==> config.mk <==
export PLATFORM = sky130hd
export DESIGN_NAME = sq_col_normalize_flat
export DESIGN_NICKNAME = d
export VERILOG_FILES = /design/src/rtl/sq_pkg.sv /design/src/rtl/sq_col_normalize_if.sv /design/src/rtl/sq_chunk_ripple.sv /design/src/rtl/sq_col_normalize.sv /design/src/flat_wrapper.sv
export SDC_FILE = /design/constraint.sdc
export NUM_CORES = 1
export LEC_CHECK = 0
export ABC_CLOCK_PERIOD_IN_PS = 12400
export CORE_MARGIN = 4
export CORE_UTILIZATION = 50
export CTS_CLUSTER_SIZE = 8
export DETAILED_ROUTE_END_ITERATION = 7
export PLACE_DENSITY = 0.76
export SYNTH_ARGS = -nofsm -noshare
export SYNTH_HDL_FRONTEND = slang
export SYNTH_SLANG_ARGS = --single-unit
==> constraint.sdc <==
create_clock -name clk_sq -period 12.4 [get_ports clk_sq]
set_input_delay 2.48 -clock clk_sq [delete_from_list [all_inputs] [get_ports clk_sq]]
set_output_delay 2.48 -clock clk_sq [all_outputs]
set_load 0.1 [all_outputs]
==> src/rtl/sq_pkg.sv <==
// rtl/sq_pkg.sv - shared widths, types and FSM states for the squarer column normaliser
package sq_pkg;
   localparam int DIGIT_W = 22;
   localparam int COL_W   = 23;
   localparam int CARRY_W = 2;

   typedef logic [DIGIT_W-1:0] digit_t;
   typedef logic [COL_W-1:0]   col_t;
   typedef logic [CARRY_W-1:0] carry_t;

   typedef enum logic [1:0] {IDLE, RUN, DONE} norm_state_t;
endpackage

==> src/rtl/sq_col_normalize_if.sv <==
// rtl/sq_col_normalize_if.sv - column-sum in / normalised-digit out handshake bundle
interface sq_col_normalize_if #(parameter int NUM_COLS = 8) ();
   import sq_pkg::*;

   logic                    in_valid;
   logic                    in_ready;
   col_t   [NUM_COLS-1:0]   col_sum;
   carry_t                  cin;
   logic                    out_valid;
   logic                    out_ready;
   digit_t [NUM_COLS-1:0]   digit;
   carry_t                  cout;

   modport slave (
      input  in_valid, col_sum, cin, out_ready,
      output in_ready, out_valid, digit, cout
   );

   modport master (
      output in_valid, col_sum, cin, out_ready,
      input  in_ready, out_valid, digit, cout
   );
endinterface

==> src/rtl/sq_chunk_ripple.sv <==
// rtl/sq_chunk_ripple.sv - combinational carry ripple across one chunk of columns
module sq_chunk_ripple
   import sq_pkg::*;
#(
   parameter int COLS_PER_CYC = 2
) (
   input  col_t   [COLS_PER_CYC-1:0] col,
   input  carry_t                    cin,
   output digit_t [COLS_PER_CYC-1:0] digit,
   output carry_t                    cout
);
   localparam int SUM_W = COL_W + 1;

   carry_t c [COLS_PER_CYC+1];

   assign c[0] = cin;

   for (genvar j = 0; j < COLS_PER_CYC; j++) begin : g_col
      logic [SUM_W-1:0] t;
      // col <= 2^23-1 and carry <= 2 keeps t below 2^23+2, so the 2-bit carry is exact
      assign t        = {1'b0, col[j]} + {{(SUM_W-CARRY_W){1'b0}}, c[j]};
      assign digit[j] = t[DIGIT_W-1:0];
      assign c[j+1]   = t[SUM_W-1:DIGIT_W];
   end

   assign cout = c[COLS_PER_CYC];
endmodule

==> src/rtl/sq_col_normalize.sv <==
// rtl/sq_col_normalize.sv - multi-cycle carry resolution of squarer column sums
// Accepts one vector, ripples COLS_PER_CYC columns per cycle, then holds the result.
module sq_col_normalize
   import sq_pkg::*;
#(
   parameter int NUM_COLS     = 8,
   parameter int COLS_PER_CYC = 2
) (
   input  logic              clk_sq,
   input  logic              reset_sq,
   sq_col_normalize_if.slave nrm
);
   localparam int P  = (COLS_PER_CYC < 1) ? 1 : NUM_COLS / COLS_PER_CYC;
   localparam int KW = (P > 1) ? $clog2(P) : 1;

   typedef logic [KW-1:0] k_t;
   localparam k_t K_LAST = k_t'(P - 1);

   if ((COLS_PER_CYC < 1) || (NUM_COLS % COLS_PER_CYC != 0)) begin : g_bad_params
      $error("sq_col_normalize: NUM_COLS must be a non-zero multiple of COLS_PER_CYC");
   end

   norm_state_t state_q, state_d;
   k_t          k_q, k_d;
   carry_t      carry_q, carry_d;
   carry_t      cout_q, cout_d;

   // Column and digit storage is viewed chunk-major so the counter indexes a whole chunk.
   col_t   [P-1:0][COLS_PER_CYC-1:0] cols_q, cols_d;
   digit_t [P-1:0][COLS_PER_CYC-1:0] digit_q, digit_d;

   col_t   [COLS_PER_CYC-1:0] chunk_cols;
   digit_t [COLS_PER_CYC-1:0] chunk_digits;
   carry_t                    chunk_cout;

   assign chunk_cols = cols_q[k_q];

   sq_chunk_ripple #(
      .COLS_PER_CYC (COLS_PER_CYC)
   ) u_ripple (
      .col   (chunk_cols),
      .cin   (carry_q),
      .digit (chunk_digits),
      .cout  (chunk_cout)
   );

   always_comb begin
      state_d = state_q;
      k_d     = k_q;
      carry_d = carry_q;
      cout_d  = cout_q;
      cols_d  = cols_q;
      digit_d = digit_q;
      case (state_q)
         IDLE: begin
            if (nrm.in_valid) begin
               cols_d  = nrm.col_sum;
               carry_d = nrm.cin;
               k_d     = '0;
               state_d = RUN;
            end
         end
         RUN: begin
            digit_d[k_q] = chunk_digits;
            carry_d      = chunk_cout;
            if (k_q == K_LAST) begin
               cout_d  = chunk_cout;
               state_d = DONE;
            end else begin
               k_d = k_q + 1'b1;
            end
         end
         DONE: begin
            if (nrm.out_ready) begin
               state_d = IDLE;
            end
         end
         default: state_d = IDLE;
      endcase
   end

   always_ff @(posedge clk_sq or negedge reset_sq) begin
      if (!reset_sq) begin
         state_q <= IDLE;
         k_q     <= '0;
         carry_q <= '0;
         cout_q  <= '0;
         cols_q  <= '0;
         digit_q <= '0;
      end else begin
         state_q <= state_d;
         k_q     <= k_d;
         carry_q <= carry_d;
         cout_q  <= cout_d;
         cols_q  <= cols_d;
         digit_q <= digit_d;
      end
   end

   assign nrm.in_ready  = (state_q == IDLE);
   assign nrm.out_valid = (state_q == DONE);
   assign nrm.digit     = digit_q;
   assign nrm.cout      = cout_q;
endmodule
==> src/flat_wrapper.sv <==
// flat-port wrapper written by rule: the top's interface ports become plain ports
module sq_col_normalize_flat import sq_pkg::*;
#(
   parameter int NUM_COLS     = 8,
   parameter int COLS_PER_CYC = 2
)
  (clk_sq, reset_sq, nrm_in_valid, nrm_col_sum, nrm_cin, nrm_out_ready, nrm_in_ready, nrm_out_valid, nrm_digit, nrm_cout);
  sq_col_normalize_if #(.NUM_COLS(NUM_COLS)) nrm_i ();
  input  logic clk_sq;
  input  logic reset_sq;
  input wire logic [$bits(nrm_i.in_valid)-1:0] nrm_in_valid;
  input wire logic [$bits(nrm_i.col_sum)-1:0] nrm_col_sum;
  input wire logic [$bits(nrm_i.cin)-1:0] nrm_cin;
  input wire logic [$bits(nrm_i.out_ready)-1:0] nrm_out_ready;
  output wire logic [$bits(nrm_i.in_ready)-1:0] nrm_in_ready;
  output wire logic [$bits(nrm_i.out_valid)-1:0] nrm_out_valid;
  output wire logic [$bits(nrm_i.digit)-1:0] nrm_digit;
  output wire logic [$bits(nrm_i.cout)-1:0] nrm_cout;
  assign nrm_i.in_valid = nrm_in_valid;
  assign nrm_i.col_sum = nrm_col_sum;
  assign nrm_i.cin = nrm_cin;
  assign nrm_i.out_ready = nrm_out_ready;
  assign nrm_in_ready = nrm_i.in_ready;
  assign nrm_out_valid = nrm_i.out_valid;
  assign nrm_digit = nrm_i.digit;
  assign nrm_cout = nrm_i.cout;
  sq_col_normalize #(.NUM_COLS(NUM_COLS), .COLS_PER_CYC(COLS_PER_CYC)) u_core (.clk_sq(clk_sq), .reset_sq(reset_sq), .nrm(nrm_i));
endmodule
==> out/summary.md, run 1 <==
The number of buffers added on ports is 369. The finished cells cover 21300 sq um. DRC violation count after routing: 0.

The fraction of synthesis flops using an asynchronous set or reset pin is 100%, and the via count of the first global-routing pass is 11939. For the number of buffers on the longest clock path, the log shows 3. In this run the critical register-to-register path is launched from u_core.k_q[0]. The most frequently used cell type in the post-synthesis netlist was sky130_fd_sc_hd__dfrtp_1.

For the sequential share of the synthesized area, the log shows 57.4%. The placed instances occupy a cell area of 20000 sq um. The average instance in the mapped netlist occupies 12.4 sq um. Detailed placement ended at an HPWL of 32.3 mm. The area of the placeable core came out at 31600 sq um. The endpoint arrival time on the critical path came out at 6.00 ns.

Average wire per cell in the routed design: 21.7 um. STA classifies the critical path startpoint as a flop. The clock tree synthesis step divided the H-tree into 2 levels. The slew at the pin closest to its max-slew limit came out at 1.13 ns.

The CTS root buffer is sky130_fd_sc_hd__clkbuf_16. TritonCTS built the clock tree. Residual antenna-violating net count after detailed routing: 0.

Between clock sinks in the finished design, the worst skew comes to 0.0160 ns. Setup repair after global routing left no endpoint under its margin. Shortest clock period the worst path allows after layout: 5.61 ns. Most area-hungry cell type in the Yosys netlist: sky130_fd_sc_hd__dfrtp_1.

Counting instances, the worst hold path has a depth of 2. The total setup violations reported at the end of the flow was 0; the clock latency at the later pin of the worst-skew pair was 0.54 ns. The total congestion overflow was 0. Synthesis instantiated 57 different standard cells from the library. The tools report the number of buffers added for setup after CTS as 0. The worst hold path terminates at u_core.nrm.digit[55]. The worst-case reg-to-reg path depth came out at 13. In this run the worst path has a maximum fanout of 44. By area the synthesized netlist is led by sky130_fd_sc_hd__dfrtp_1 (57%), sky130_fd_sc_hd__mux2_2 (13%), sky130_fd_sc_hd__mux4_2 (6.0%). The floorplan step defined a die boundary enclosing 35000 sq um. In the synthesized netlist, the cells that appear most often are sky130_fd_sc_hd__dfrtp_1 (368), sky130_fd_sc_hd__mux2_2 (186), sky130_fd_sc_hd__nand2_1 (185). Across the run, the number of max-cap violations was 0. The number of hold violations in the final report came out at 0. Type of the tightest min-delay check: reg -> reg.

The number of synthesized register bits was 368; the die span in y was 187 um. The tools report the number of placement rows as 65. For the number of buffers inserted during clock tree synthesis, the log shows 52. The initial utilization of the core area, before any placement, comes to 50.7%. For the worst setup path, the data required time is 12.79 ns. The synthesized design contains 0 enable-type register cells. The clock drives 368 sinks. In this run the horizontal extent of the chip is 187 um.

The number of DRC markers in iteration 0 was 673; the part of the cycle the worst path needs was 45.2%. For this design the top-level I/O count stands at 370. Based on the critical path, the design can be clocked at up to 178 MHz. The kind of critical path was reg -> reg. The pre-antenna-repair detailed-routing pass consisted of 5 iterations.

Compared with the post-synthesis result, the final layout area differs by 33.0%. The worst slew slack as a fraction of its limit was 24.2%; the fraction of final layout cells sized beyond drive strength 1 was 19.3%. After global routing, the most crowded layer is met2. Across all register-to-register paths, the minimum setup slack is 6.79 ns. The flow ran to the end, and the final reports show no timing, DRC or antenna violations.

The total routed wirelength is 44.5 mm. Global routing consumed, on the met3 layer, 5.23% of the routing resources. The capturing point of the worst reg2reg path was u_core.nrm.digit[124]. Global routing consumed, over all layers together, 25.0% of the routing resources. Synthesis produced a netlist whose cell count is 1293. The initial antenna violation count is 2. Primary flip-flop cell chosen by synthesis mapping: sky130_fd_sc_hd__dfrtp_1. The worst hold path begins at u_core.nrm.digit[55]. The first global-routing pass estimated 69.0 mm of wire. In the global route stage, met1 resource usage came out at 35.1%.

The count of hold-fix buffers inserted at cts was 0. Final number of max-transition violations: 0. The tools report the total negative slack as 0 ns. The Yosys step of the flow raised 0 warnings. Counting every net in the synthesized netlist gives 1493. Dividing the detail-routed via count by the number of cells gives 5.68. After synthesis the cells add up to 16000 sq um. The largest net degree at the start of global routing is 133, and the clock slew seen by the registers of the worst setup and hold paths is 0.05 ns. The placer's final routability congestion estimate was 0.809. Global routing used 40.4% of the available met2 tracks. The routed layout has 11660 vias. STA classifies the critical path endpoint as a flop. After the last flow step, the layout net total stands at 1846.

The number of gates resized after CTS was 0. The share of the synthesized area in the top cell type was 57.4%.
-- state kept, by name, indices dropped and copies added, names as in the netlist --
register	cells
u_core.cols_q	184
u_core.nrm.digit	176
u_core.carry_q	2
u_core.k_q	2
u_core.nrm.cout	2
u_core.state_q	2
-- per-layer routing --
layer  up-vias  wire length (um)
met1      5882             19300
met2       412             21100
met4         2              1060
li1       5294                 -
met5         -                13
met3        70              2960
-- cell type report --
cell class                      count  area, sq um
Clock buffer                       56         1340
Tap cell                          402          503
Antenna cell                        1         2.50
Clock inverter                      1         8.76
Timing Repair Buffer              382         3800
Inverter                           18         67.6
Sequential cell                   368         9210
Fill cell                        2343        10300
Multi-Input combinational cell    824         6410
-- worst max-delay path by stage --
stage                       start  depth (start not counted)                     to
CTS                 u_core.k_q[0]                         13  u_core.nrm.digit[124]
floorplan           u_core.k_q[0]                         18  u_core.nrm.digit[128]
detailed placement   nrm_in_valid                          5      u_core.cols_q[41]
finish              u_core.k_q[0]                         13  u_core.nrm.digit[124]
global route        u_core.k_q[0]                         13   u_core.nrm.digit[36]
global placement     nrm_in_valid                          5     u_core.cols_q[122]
-- stage by stage --
step	hold slack (ns)	instances	setup WS [ns]	util [%]
after floorplan	0.472	1293	7.46	-
after global placement	0.461	1994	6.67	63.2
after detailed placement	0.470	1994	6.60	63.2
after CTS	0.481	2051	6.78	67.4
after global routing	0.494	2051	6.34	67.4
final	0.476	2052	6.79	67.5
-- cells in the final DEF (no fill, tap or decap), types with 8 or more instances in the layout --
master,n
sky130_fd_sc_hd__xnor2_1,18
sky130_fd_sc_hd__nor3_1,13
sky130_fd_sc_hd__o211ai_1,11
sky130_fd_sc_hd__clkbuf_16,53
sky130_fd_sc_hd__nor4_1,12
sky130_fd_sc_hd__dfrtp_1,366
sky130_fd_sc_hd__inv_1,18
sky130_fd_sc_hd__mux4_2,43
sky130_fd_sc_hd__nand2_1,181
sky130_fd_sc_hd__nor2_1,55
sky130_fd_sc_hd__nand4_1,12
sky130_fd_sc_hd__o21ai_0,121
sky130_fd_sc_hd__a31oi_1,33
sky130_fd_sc_hd__nand3_1,20
sky130_fd_sc_hd__xor2_1,9
sky130_fd_sc_hd__and3_1,9
sky130_fd_sc_hd__clkdlybuf4s50_1,368
sky130_fd_sc_hd__or4_1,10
sky130_fd_sc_hd__buf_4,13
sky130_fd_sc_hd__mux2i_1,12
sky130_fd_sc_hd__mux2_2,186
sky130_fd_sc_hd__ha_1,8
-- critical path, stage by stage (launching register included) --
cell	delay, ns
sky130_fd_sc_hd__dfrtp_4	0.49
sky130_fd_sc_hd__buf_4	0.71
sky130_fd_sc_hd__mux4_2	0.62
sky130_fd_sc_hd__ha_1	0.29
sky130_fd_sc_hd__a21o_1	0.12
sky130_fd_sc_hd__nand4_1	0.34
sky130_fd_sc_hd__nor4_4	0.56
sky130_fd_sc_hd__and3_1	0.26
sky130_fd_sc_hd__inv_1	0.07
sky130_fd_sc_hd__fa_1	0.48
sky130_fd_sc_hd__nand3b_1	0.32
sky130_fd_sc_hd__or2_2	0.47
sky130_fd_sc_hd__o31ai_1	0.51
sky130_fd_sc_hd__a21oi_1	0.14
-- cells by family (layout without fill, tap and decap cells) --
kind of cell	Yosys count	count (layout)	synth area share, %
AOI/OAI and AO/OA	190	190	6.77
and+or+nand+nor	353	353	10.4
DFF	368	368	57.4
muxes	244	244	20.3
other	0	1	0
xor gates and xnor gates	27	27	1.47
adders and majority gates	10	10	0.874
buffers and inverters	101	457	2.72
Power of run 1 is left out: the tool's default activity adds up to more than one toggle a clock period on the data nets, which glitch-free logic cannot reach.
==> run 2, diff against run 1 <==
ABC_CLOCK_PERIOD_IN_PS = 4900   (was 12400)
CORE_UTILIZATION = 46   (was 50)
PLACE_DENSITY = 0.73   (was 0.76)
clock period = 4.9 ns   (was 12.4 ns; I/O delays follow)
==> run 2 against run 1 <==
Compared with the run above:
- die area increased by 8.3%
- clock-buffer cell count unchanged
- core utilization decreased by 4.9 points
- critical endpoint is now u_core.nrm.digit[42]
- critical path depth increased by 2
- critical path type unchanged
- global-route usage decreased by 0.90 points
- cell area increased by 0.96%
- clock skew increased by 0.0034 ns
- routed wire length increased by 5.0%
- flip-flop and latch count unchanged
- sequential share of layout area decreased by 0.41 points
==> out/summary.md, run 2 (synthesis gave the netlist of run 1 again) <==
The tools report the CTS root buffer as sky130_fd_sc_hd__clkbuf_16. The run gives 0 (unchanged) as the residual antenna-violating net count after detailed routing. The vias per cell works out to 5.52 (-2.9%). The area of the multi-input gates came out at 6420 sq um (+0.12%). The number of buffers on the longest clock path is 3 (unchanged). The shortest clock period the worst path allows after layout works out to 4.65 ns (-0.956 ns). Leaving out fill and tap cells, the most frequent cells in the layout are sky130_fd_sc_hd__clkdlybuf4s50_1 (368), sky130_fd_sc_hd__dfrtp_1 (366), sky130_fd_sc_hd__mux2_2 (186). The run gives 37900 sq um (+8.3%) as the die outline area. The tools report the worst-case setup slack after placement as 0.247 ns (-6.36 ns). The worst setup path is launched from a flop. For the worst path setup slack after routing, the log shows 0.248 ns (-6.54 ns).

The total of fill cells in the finished design was 2701 (+15%); the data required time of the critical path was 5.39 ns (-7.40 ns). For the number of buffers added for setup after CTS, the log shows 0 (unchanged). The part of the cycle the worst path needs works out to 94.9% (+50 points).

The logs give 0.0193 ns (+0.00335 ns) for the final setup skew and 215 MHz (+21%) for the highest clock frequency the design can meet. For the clock latency at the later pin of the worst-skew pair, the log shows 0.56 ns (+0.02 ns). In this run the top signal layer used is met4. Count of TritonRoute iterations in the first routing pass: 5 (unchanged). The number of DRC markers in iteration 0 came out at 659 (-2.1%). TritonCTS built the clock tree. For the boundary pin count, the log shows 370 (unchanged). Setup repair after global routing left no endpoint under its margin. The total negative slack was 0 ns (unchanged); the global-route wire length before repair was 71.7 mm (+3.9%). The endpoint arrival time on the critical path is 5.14 ns (-0.86 ns). The logs give 0 (unchanged) for the total congestion overflow and 34500 sq um (+8.9%) for the area of the placeable core. The number of placement rows is 68 (+4.6%). The run gives 103 (-23%) as the largest net degree at the start of global routing. For the clock sink total, the log shows 368 (unchanged). Worst-case reg-to-reg path depth: 15 (+2).

The placer's final routability congestion estimate is 0.827 (+2.2%), and the total setup violations reported at the end of the flow is 0 (unchanged). The number of buffers added on ports is 369 (unchanged), and the met1 routed wirelength after detailed routing is 20.1 mm (+4.3%). The startpoint of the most critical register-to-register path is u_core.k_q[0]. The worst hold path belongs to the class in -> async.

The flip-flop count of the largest register, all copies and words added came out at 184 (unchanged). The tools report the post-route cell area as 21500 sq um (+0.96%). The met3 layer wire length in the routed design came out at 3.27 mm (+10%). The area occupied by registers is 9210 sq um (unchanged), and the slew at the pin closest to its max-slew limit is 1.22 ns (+0.0845 ns).

The initial antenna violation count was 4 (+2). The logs give 2 (unchanged) for the CTS H-tree depth and 0 (unchanged) for the DRC violation count after routing. For the register-to-register setup slack, the log shows 0.25 ns (-6.54 ns).

u_core.cols_q holds more flip-flops than any other register. The run gives 62.5% (-4.9 points) as the final cell utilization of the core. For the via count of the first global-routing pass, the log shows 12058 (+1.0%). The run gives 52 (unchanged) as the number of buffers inserted during clock tree synthesis. Leaving out fill and tap cells, the most frequent cell in the layout is sky130_fd_sc_hd__clkdlybuf4s50_1.

The run finished with clean final reports. The placed standard-cell area was 20200 sq um (+0.82%). The run gives 46.7 mm (+5.0%) as the total routed wirelength.

The clock slew seen by the registers of the worst setup and hold paths works out to 0.05 ns (about the same). The worst setup path is of the reg -> reg kind. The detailed-routed wire length on met2 is 22.1 mm (+4.3%). The number of hold violations in the final report was 0 (unchanged); the vias after detailed routing was 11701 (+0.35%). The initial core utilization was 46.6% (-4.2 points); the average wire per cell in the routed design was 22.0 um (+1.7%).

The die span in y was 195 um (+4.1%); the die width was 195 um (+4.1%). The capturing point of the worst reg2reg path is u_core.nrm.digit[42]. For the HPWL after detailed placement, the log shows 34.9 mm (+7.9%).

For the layout net count, the log shows 1854 (+0.43%). The fraction of final layout cells sized beyond drive strength 1 was 19.9% (+0.55 points); the overall track demand over capacity in global routing was 24.1% (-0.90 points). The count of max-cap constraint violations is 0 (unchanged), and the maximum fanout along the worst path is 8 (-82%).

Final number of max-transition violations: 0 (unchanged). The synthesis-to-layout area growth was 34.3%; the worst slew slack as a fraction of its limit was 18.0% (-6.1 points). The type of element capturing the critical path is a flop.
run 2: cell count changes in the layout (fill, tap and decap cells not counted), moves of 2 or more:
cell	delta
sky130_fd_sc_hd__buf_12	+3
sky130_fd_sc_hd__diode_2	+5
sky130_fd_sc_hd__inv_6	+2
sky130_fd_sc_hd__buf_4	+4
run 2: layer usage:
| layer | global-route usage, % | vias up |
|---|---|---|
| met5 | 0 | - |
| met4 | 6.70 | 0 |
| met3 | 5.63 | 72 |
| met2 | 38.6 | 407 |
| met1 | 33.4 | 5898 |
| li1 | - | 5324 |
run 2: worst max path at each step:
stage	from	end
after floorplan	u_core.k_q[0]	u_core.nrm.digit[128]
after global placement	u_core.k_q[0]	u_core.nrm.digit[124]
after detailed placement	u_core.k_q[0]	u_core.nrm.digit[124]
after CTS	u_core.k_q[0]	u_core.nrm.digit[124]
after global routing	u_core.k_q[0]	u_core.nrm.digit[42]
final	u_core.k_q[0]	u_core.nrm.digit[42]
run 2: cell type report:
cell class	count	area share, %
multi-input combinational	824	29.8
antenna	6	0.0697
clock buffer	56	6.21
sequential	368	42.8
tap	455	2.64
inverter	18	0.314
timing repair buffer	390	18.1
clock inverter	3	0.122
run 2: worst max-delay path: stages, from the launching register on:
cell                       delay [ns]
sky130_fd_sc_hd__dfrtp_4         0.50
sky130_fd_sc_hd__mux4_2          0.36
sky130_fd_sc_hd__ha_1            0.17
sky130_fd_sc_hd__inv_1           0.05
sky130_fd_sc_hd__fa_1            0.43
sky130_fd_sc_hd__and4b_1         0.35
sky130_fd_sc_hd__and2_1          0.19
sky130_fd_sc_hd__nand3_1         0.12
sky130_fd_sc_hd__xnor2_1         0.22
sky130_fd_sc_hd__ha_1            0.21
sky130_fd_sc_hd__inv_1           0.07
sky130_fd_sc_hd__fa_1            0.43
sky130_fd_sc_hd__nand3b_1        0.36
sky130_fd_sc_hd__or3_1           0.50
sky130_fd_sc_hd__or4_1           0.51
sky130_fd_sc_hd__nand3_1         0.10
run 2: stage by stage:
step           instances  hold slack [ns]
6_report            2120            0.473
3_5_place_dp        2055            0.468
5_1_grt             2117            0.492
4_1_cts             2114            0.480
3_3_place_gp        2055            0.461
2_1_floorplan       1293            0.472
run 2: what timing repair did:
action,CTS,global route
gates resized for setup,0,3
hold buffers,0,0
setup endpoints to repair,0,8
Power of run 2 is left out for the same reason.
